[src/rtl/elevator_ctrl_n.sv]
// elevator_ctrl_n: N-floor elevator controller with a tick prescaler,
// latched floor calls, SCAN scheduling, a timed door and a move counter.
//
// Ports:
//   clk, rst       clock, asynchronous active-high reset
//   en             prescaler enable (0 holds the count, no ticks)
//   stop           emergency hold: FSM, floor and door timer frozen
//   req            per-floor call buttons (level or pulse)
//   tick           one-cycle pulse every TICK_DIV enabled cycles
//   floor          current floor index
//   dir_up         current/last scan direction (1 = up)
//   moving         travelling up or down
//   door_open      door phase at the current floor
//   pending        latched outstanding calls
//   changes_count  floors traversed, wraps modulo 2^CNT_W
module elevator_ctrl_n #(
    parameter int N_FLOORS   = 8,
    parameter int FLOOR_W    = 3,
    parameter int TICK_DIV   = 50000000,
    parameter int DOOR_TICKS = 3,
    parameter int CNT_W      = 4
) (
    input  logic                clk,
    input  logic                rst,
    input  logic                en,
    input  logic                stop,
    input  logic [N_FLOORS-1:0] req,
    output logic                tick,
    output logic [FLOOR_W-1:0]  floor,
    output logic                dir_up,
    output logic                moving,
    output logic                door_open,
    output logic [N_FLOORS-1:0] pending,
    output logic [CNT_W-1:0]    changes_count
);

    localparam int PW = (TICK_DIV > 1) ? $clog2(TICK_DIV) : 1;
    localparam int TW = $clog2(DOOR_TICKS + 1);
    localparam int NP = 1 << FLOOR_W;

    typedef enum logic [1:0] {
        IDLE,
        MOVE_UP,
        MOVE_DOWN,
        DOOR
    } state_t;

    state_t             state, state_nx;
    logic [PW-1:0]      pre_cnt;
    logic [FLOOR_W-1:0] floor_nx;
    logic               dir_nx;
    logic [TW-1:0]      timer, timer_nx;
    logic [CNT_W-1:0]   cnt_nx;
    logic [NP-1:0]      pend_x, req_x, clear;
    logic               above, below, adv;

    // ---------------- prescaler ----------------
    assign tick = en && (pre_cnt == PW'(TICK_DIV - 1));

    always_ff @(posedge clk or posedge rst) begin
        if (rst) begin
            pre_cnt <= '0;
        end else if (en) begin
            pre_cnt <= tick ? '0 : pre_cnt + PW'(1);
        end
    end

    assign adv = tick && !stop;

    // Widen to the full floor-index range so any floor value indexes safely.
    always_comb begin
        pend_x = '0;
        req_x  = '0;
        pend_x[N_FLOORS-1:0] = pending;
        req_x[N_FLOORS-1:0]  = req;
    end

    always_comb begin
        above = 1'b0;
        below = 1'b0;
        for (int i = 0; i < N_FLOORS; i++) begin
            if (pending[i] && (FLOOR_W'(i) > floor)) above = 1'b1;
            if (pending[i] && (FLOOR_W'(i) < floor)) below = 1'b1;
        end
    end

    // ---------------- FSM next state ----------------
    always_comb begin
        state_nx = state;
        floor_nx = floor;
        dir_nx   = dir_up;
        timer_nx = timer;
        cnt_nx   = changes_count;
        unique case (state)
            IDLE: begin
                if (adv) begin
                    if (pend_x[floor]) begin
                        state_nx = DOOR;
                        timer_nx = TW'(DOOR_TICKS);
                    end else if (dir_up && above) begin
                        state_nx = MOVE_UP;
                    end else if (below) begin
                        state_nx = MOVE_DOWN;
                        dir_nx   = 1'b0;
                    end else if (above) begin
                        state_nx = MOVE_UP;
                        dir_nx   = 1'b1;
                    end
                end
            end
            MOVE_UP: begin
                if (adv) begin
                    floor_nx = floor + FLOOR_W'(1);
                    cnt_nx   = changes_count + CNT_W'(1);
                    if (pend_x[floor_nx]) begin
                        state_nx = DOOR;
                        timer_nx = TW'(DOOR_TICKS);
                    end
                end
            end
            MOVE_DOWN: begin
                if (adv) begin
                    floor_nx = floor - FLOOR_W'(1);
                    cnt_nx   = changes_count + CNT_W'(1);
                    if (pend_x[floor_nx]) begin
                        state_nx = DOOR;
                        timer_nx = TW'(DOOR_TICKS);
                    end
                end
            end
            DOOR: begin
                // A fresh call at this floor keeps the door open.
                if (!stop && req_x[floor]) begin
                    timer_nx = TW'(DOOR_TICKS);
                end else if (adv) begin
                    if (timer == TW'(1)) begin
                        if (dir_up && above) begin
                            state_nx = MOVE_UP;
                        end else if (below) begin
                            state_nx = MOVE_DOWN;
                            dir_nx   = 1'b0;
                        end else if (above) begin
                            state_nx = MOVE_UP;
                            dir_nx   = 1'b1;
                        end else begin
                            state_nx = IDLE;
                        end
                    end else begin
                        timer_nx = timer - TW'(1);
                    end
                end
            end
            default: ;
        endcase
    end

    // Served floor: the one we are in DOOR at, or are entering DOOR at.
    always_comb begin
        clear = '0;
        if (state == DOOR) begin
            clear[floor] = 1'b1;
        end else if (state_nx == DOOR) begin
            clear[floor_nx] = 1'b1;
        end
    end

    always_ff @(posedge clk or posedge rst) begin
        if (rst) begin
            state         <= IDLE;
            floor         <= '0;
            dir_up        <= 1'b1;
            timer         <= '0;
            changes_count <= '0;
            pending       <= '0;
        end else begin
            state         <= state_nx;
            floor         <= floor_nx;
            dir_up        <= dir_nx;
            timer         <= timer_nx;
            changes_count <= cnt_nx;
            pending       <= (pending | req) & ~clear[N_FLOORS-1:0];
        end
    end

    assign moving    = (state == MOVE_UP) || (state == MOVE_DOWN);
    assign door_open = (state == DOOR);

endmodule

[config.mk]
export PLATFORM = sky130hd
export DESIGN_NAME = elevator_ctrl_n
export DESIGN_NICKNAME = d
export VERILOG_FILES = /design/src/rtl/elevator_ctrl_n.sv
export SDC_FILE = /design/constraint.sdc
export NUM_CORES = 1
export LEC_CHECK = 0
export CAP_MARGIN = 0
export CORE_UTILIZATION = 51
export CTS_CLUSTER_DIAMETER = 120
export DETAILED_ROUTE_END_ITERATION = 8
export HOLD_SLACK_MARGIN = 0.15
export PLACE_DENSITY = 0.79
export SYNTH_ARGS = -nofsm -noshare
export SYNTH_HDL_FRONTEND = slang
export SYNTH_SLANG_ARGS = --single-unit
[constraint.sdc]
create_clock -name clk -period 3.61 [get_ports clk]
set_input_delay 1.083 -clock clk [delete_from_list [all_inputs] [get_ports clk]]
set_output_delay 1.083 -clock clk [all_outputs]
set_load 0.01 [all_outputs]
# After elaboration in Yosys (flattened, before gate mapping)
# Index checks and enable logic that the tools add are counted.
[word_totals]
ff_bits = 46
[op_classes]
n_addsub = 5
n_lt_le_gt_ge = 22
eq_ne = 18
mux = 69
bitwise = 3
reduce_logical = 30
[op_table]
columns = ["cell", "n"]
rows = [
  ["$mux 2", 23],
  ["$mux 1", 31],
  ["$add 26x1->26 const B", 1],
  ["$eq 26x26->1 const B", 1],
  ["$mux 26", 1],
  ["$logic_and 1x1->1", 22],
  ["$lt 3x4->1 const B", 4],
  ["$mux 8", 2],
  ["$ne 2x2->1 const B", 8],
  ["$pmux 2 s4", 2],
  ["$bmux 1 s3", 4],
  ["$gt 3x3->1 const A", 4],
  ["$lt 3x3->1 const A", 4],
  ["$and 8x8->8", 1],
  ["$not 8->8", 1],
  ["$or 8x8->8", 1],
  ["$reduce_and 8->1", 1],
  ["$demux 1 s3", 2],
  ["$eq 2x2->1 const B", 3],
  ["$ge 3x1->1 const B", 2],
  ["$gt 1x3->1 const A", 2],
  ["$gt 2x3->1 const A", 2],
  ["$lt 1x3->1 const A", 2],
  ["$lt 2x3->1 const A", 2],
  ["other kinds (18)", 21],
]

# Logic depth before layout (Yosys ltp)
[depth]
ltp_word = 22
ltp_mapped = 12

# Worst setup path after synthesis
# No wires, ideal clock.
[synth_timing]
path_type = "input port to output port"
startpoint = "in en"
endpoint = "out tick"
t_arrival_ns = 2.235
t_required_ns = 2.527
slack_ns = 0.292
stages = 4
n_path_buf = 1
cell_sequence = "and4_1 -> nand4_4 -> nor3_2 -> clkbuf_1"
[synth_between]
elab_chain_cells = 1
[synth_lines]
columns = ["element", "line", "source"]
rows = [
  ["start, declared", "25", "input logic en,"],
  ["$logic_and 1x1->1", "58", "assign tick = en && (pre_cnt == PW'(TICK_DIV - 1));"],
  ["end, declared", "28", "output logic tick,"],
]
# No other way between the ends.

# Final worst setup path
# Same ends and word-level chain as after synthesis.

==> flow_metrics.tcl <==
set metrics [dict create \
    n_antenna_cell 0 \
    drv_cap 0 \
    post-route-min-period_ps 3530 \
    placed_cell_area_um2 3530 \
    grt_first_pass_wirelength_um 12600 \
    synth_fp_nets 361 \
    yosysTopAreaCell "dfrtp_1" \
    hp-class "flip-flop to flip-flop" \
    cp_max_fo 2 \
    cts_hold_buf 0 \
    cp.arrival_ps 2440 \
    r2r_setup_slack_ps 590 \
    drt_iter0_drc 197 \
    grt-ovfl-total 0 \
    yosysSeqAreaShare_pct 37.3 \
    drive_gt1_share_pct 11.9 \
    power.density_nw_per_um2 306 \
    p_leak_nw 1.48 \
    cts_buffers 5 \
    syn-cell-area_um2 3090 \
    p_total_mw 1.12 \
    crit_path_end_kind "primary output" \
    first_global_vias 2743 \
    cp.required_ps 2530 \
    routedWlPerCell_um 16.5 \
    die_w_um 79.8 \
    synthMuxAreaShare_pct 4.42 \
    cts_buffer_depth 2 \
    clkSinkCount 46 \
    layout.nets 402 \
    post-synth-top-count-cell "dfrtp_1" \
    synth_area_leaders "dfrtp_1, ha_1, nor2_1" \
    synth_top_family_by_area "simple AND/OR/NAND/NOR gates" \
    clkTransAtPathRegs_ps 90 \
    die_area_um2 6360 \
    path_class "input pin to primary output" \
    ioPinCount 31 \
    num_rows 27 \
    ant_nets 0 \
    drt_wl_total_um 7440 \
    clk_latency_ps 310 \
    min_period_over_period_pct 97.6 \
    antenna_found_initial 0 \
    ys_ff_latch 46 \
    slew_headroom_pct 35.5 \
    dr.pass1.iters 4 \
    fp.coreArea_um2 5680 \
    rsz0062_at_grt "no" \
    drcViolationCount 0 \
    vdd_drop_max_v 0.000401 \
    async_flop_share_pct 100 \
    areaGrowthSynthToFinish_pct 18.0 \
    synth_cells 336 \
    syn_area_per_cell_um2 9.18 \
    port_buffers 30 \
    track_usage_pct 25.2 \
    synth-edff-count 0 \
    ys_warn_count 0 \
    clockRootBuffer "clkbuf_8" \
    synth_common_cells "dfrtp_1, nor2_1, nand2_1, a21oi_1, inv_1" \
    grt_start_max_net_pins 47 \
    status "completed" \
    place_congestion 0.860 \
    design_area_um2 3640 \
    cts_max_level 2 \
    cp-start-kind "input pin" \
    synth-xor-area-share_pct 6.81 \
    yosys.area.top_type_share_pct 36.5 \
    yosys.cell_types.count 69 \
    viasPerCell 6.06 \
    dp_hpwl_um 5480 \
    die_h_um 79.8 \
    synthAdderAreaFrac_pct 5.27 \
    setup_viol 0 \
    tritoncts "built" \
    synth_compound_gate_area_share_pct 16.2 \
    synth_ff_type "dfrtp_1" \
    start_util_pct 54.4 \
    worstMarginPinSlew_ps 966 \
    hold_violations 0 \
    max_freq_ghz 0.284 \
    num_vias 2727 \
    clock_skew_ps 6.48 \
    final_max_slew_viol_count 0 \
    synthSimpleGateAreaFrac_pct 25.6 \
]
==> per-stage QoR <==
step | setup TNS [ps] | utilization [%] | hold slack, ps | instances | worst slack (ps)
4_1_cts | 0 | 64.2 | 478 | 450 | 63.0
3_5_place_dp | -529 | 62.2 | 464 | 442 | -217
5_1_grt | 0 | 64.2 | 519 | 450 | 6.82
2_1_floorplan | 0 | - | 459 | 336 | 292
3_3_place_gp | -167 | 62.2 | 456 | 442 | -167
6_report | 0 | 64.2 | 473 | 450 | 84.9
==> cell type report <==
class / instances / area [um2]
Fill cell: 478 / 2030
Inverter: 22 / 82.6
Clock inverter: 3 / 43.8
Multi-Input combinational cell: 258 / 1800
Clock buffer: 5 / 68.8
Timing Repair Buffer: 44 / 404
Tap cell: 72 / 90.1
Sequential cell: 46 / 1150
==> kinds of logic (layout without fill, tap and decap cells) <==
kind of cell | count (synthesis) | in the layout
flops | 46 | 46
fa+ha+maj | 13 | 13
mux | 12 | 12
xor+xnor | 24 | 24
simple gates | 133 | 133
buf+inv | 32 | 74
compound gates | 76 | 76
==> registers in the layout, summed over array words and instances, names as in the netlist <==
| name | count |
|---|---|
| dir_up | 1 |
| timer | 2 |
| state | 2 |
| changes_count | 4 |
| pending | 8 |
| pre_cnt | 26 |
| floor | 3 |
==> worst paths after layout <==
kind | startpoint | cells past startpoint | to
hold / removal | changes_count[3] | 1 | changes_count[3]
min in group asynchronous | rst | 2 | pending[2]
hold reg to reg | changes_count[3] | 1 | changes_count[3]
max in group asynchronous | rst | 2 | pre_cnt[2]
setup reg to reg | floor[0] | 10 | pending[1]
setup / recovery | en | 5 | tick
==> worst max-delay path, stage by stage <==
cell,delay (ps)
clkdlybuf4s50_1,470
and4_2,250
nand4_4,120
nor3_2,220
dlygate4sd2_1,290
==> placed cells by master (no fill, tap or decap), drive strengths merged, types with 6 or more instances in the layout <==
cell type      count
a21oi             20
buf               14
clkdlybuf4s50     29
dfrtp             45
ha                13
inv               22
mux2i              8
nand2             32
nand2b             6
nand3             13
nand4              7
nor2              36
nor4               6
o21ai             18
o22ai              8
xnor2             14
xor2              10
==> layer usage <==
layer / share of wire, % / GRT usage (%) / up-vias / wire (um)
met2: 48 / 42.3 / 85 / 3600
met1: 46 / 32.9 / 1339 / 3390
met3: 4.6 / 3.77 / 14 / 343
met4: 1.4 / 8.75 / 0 / 107
li1: - / - / 1289 / -
met5: 0 / 0 / - / 0
==> power by group <==
part | switching (mW) | total (mW) | internal, mW | leakage (nW)
clock | 0.190 | 0.398 | 0.208 | 0.0585
sequential | 0.0525 | 0.608 | 0.555 | 0.565
combinational | 0.0543 | 0.109 | 0.0551 | 0.861
total | 0.297 | 1.12 | 0.818 | 1.48
==> repair_timing <==
action / 4_1_cts / 5_1_grt
setup endpoints to repair: 1 / 1
setup buffers: 0 / 0
resized for setup: 1 / 1
cloned: 0 / 0
Note: power is estimated with default switching activity, not from simulation.
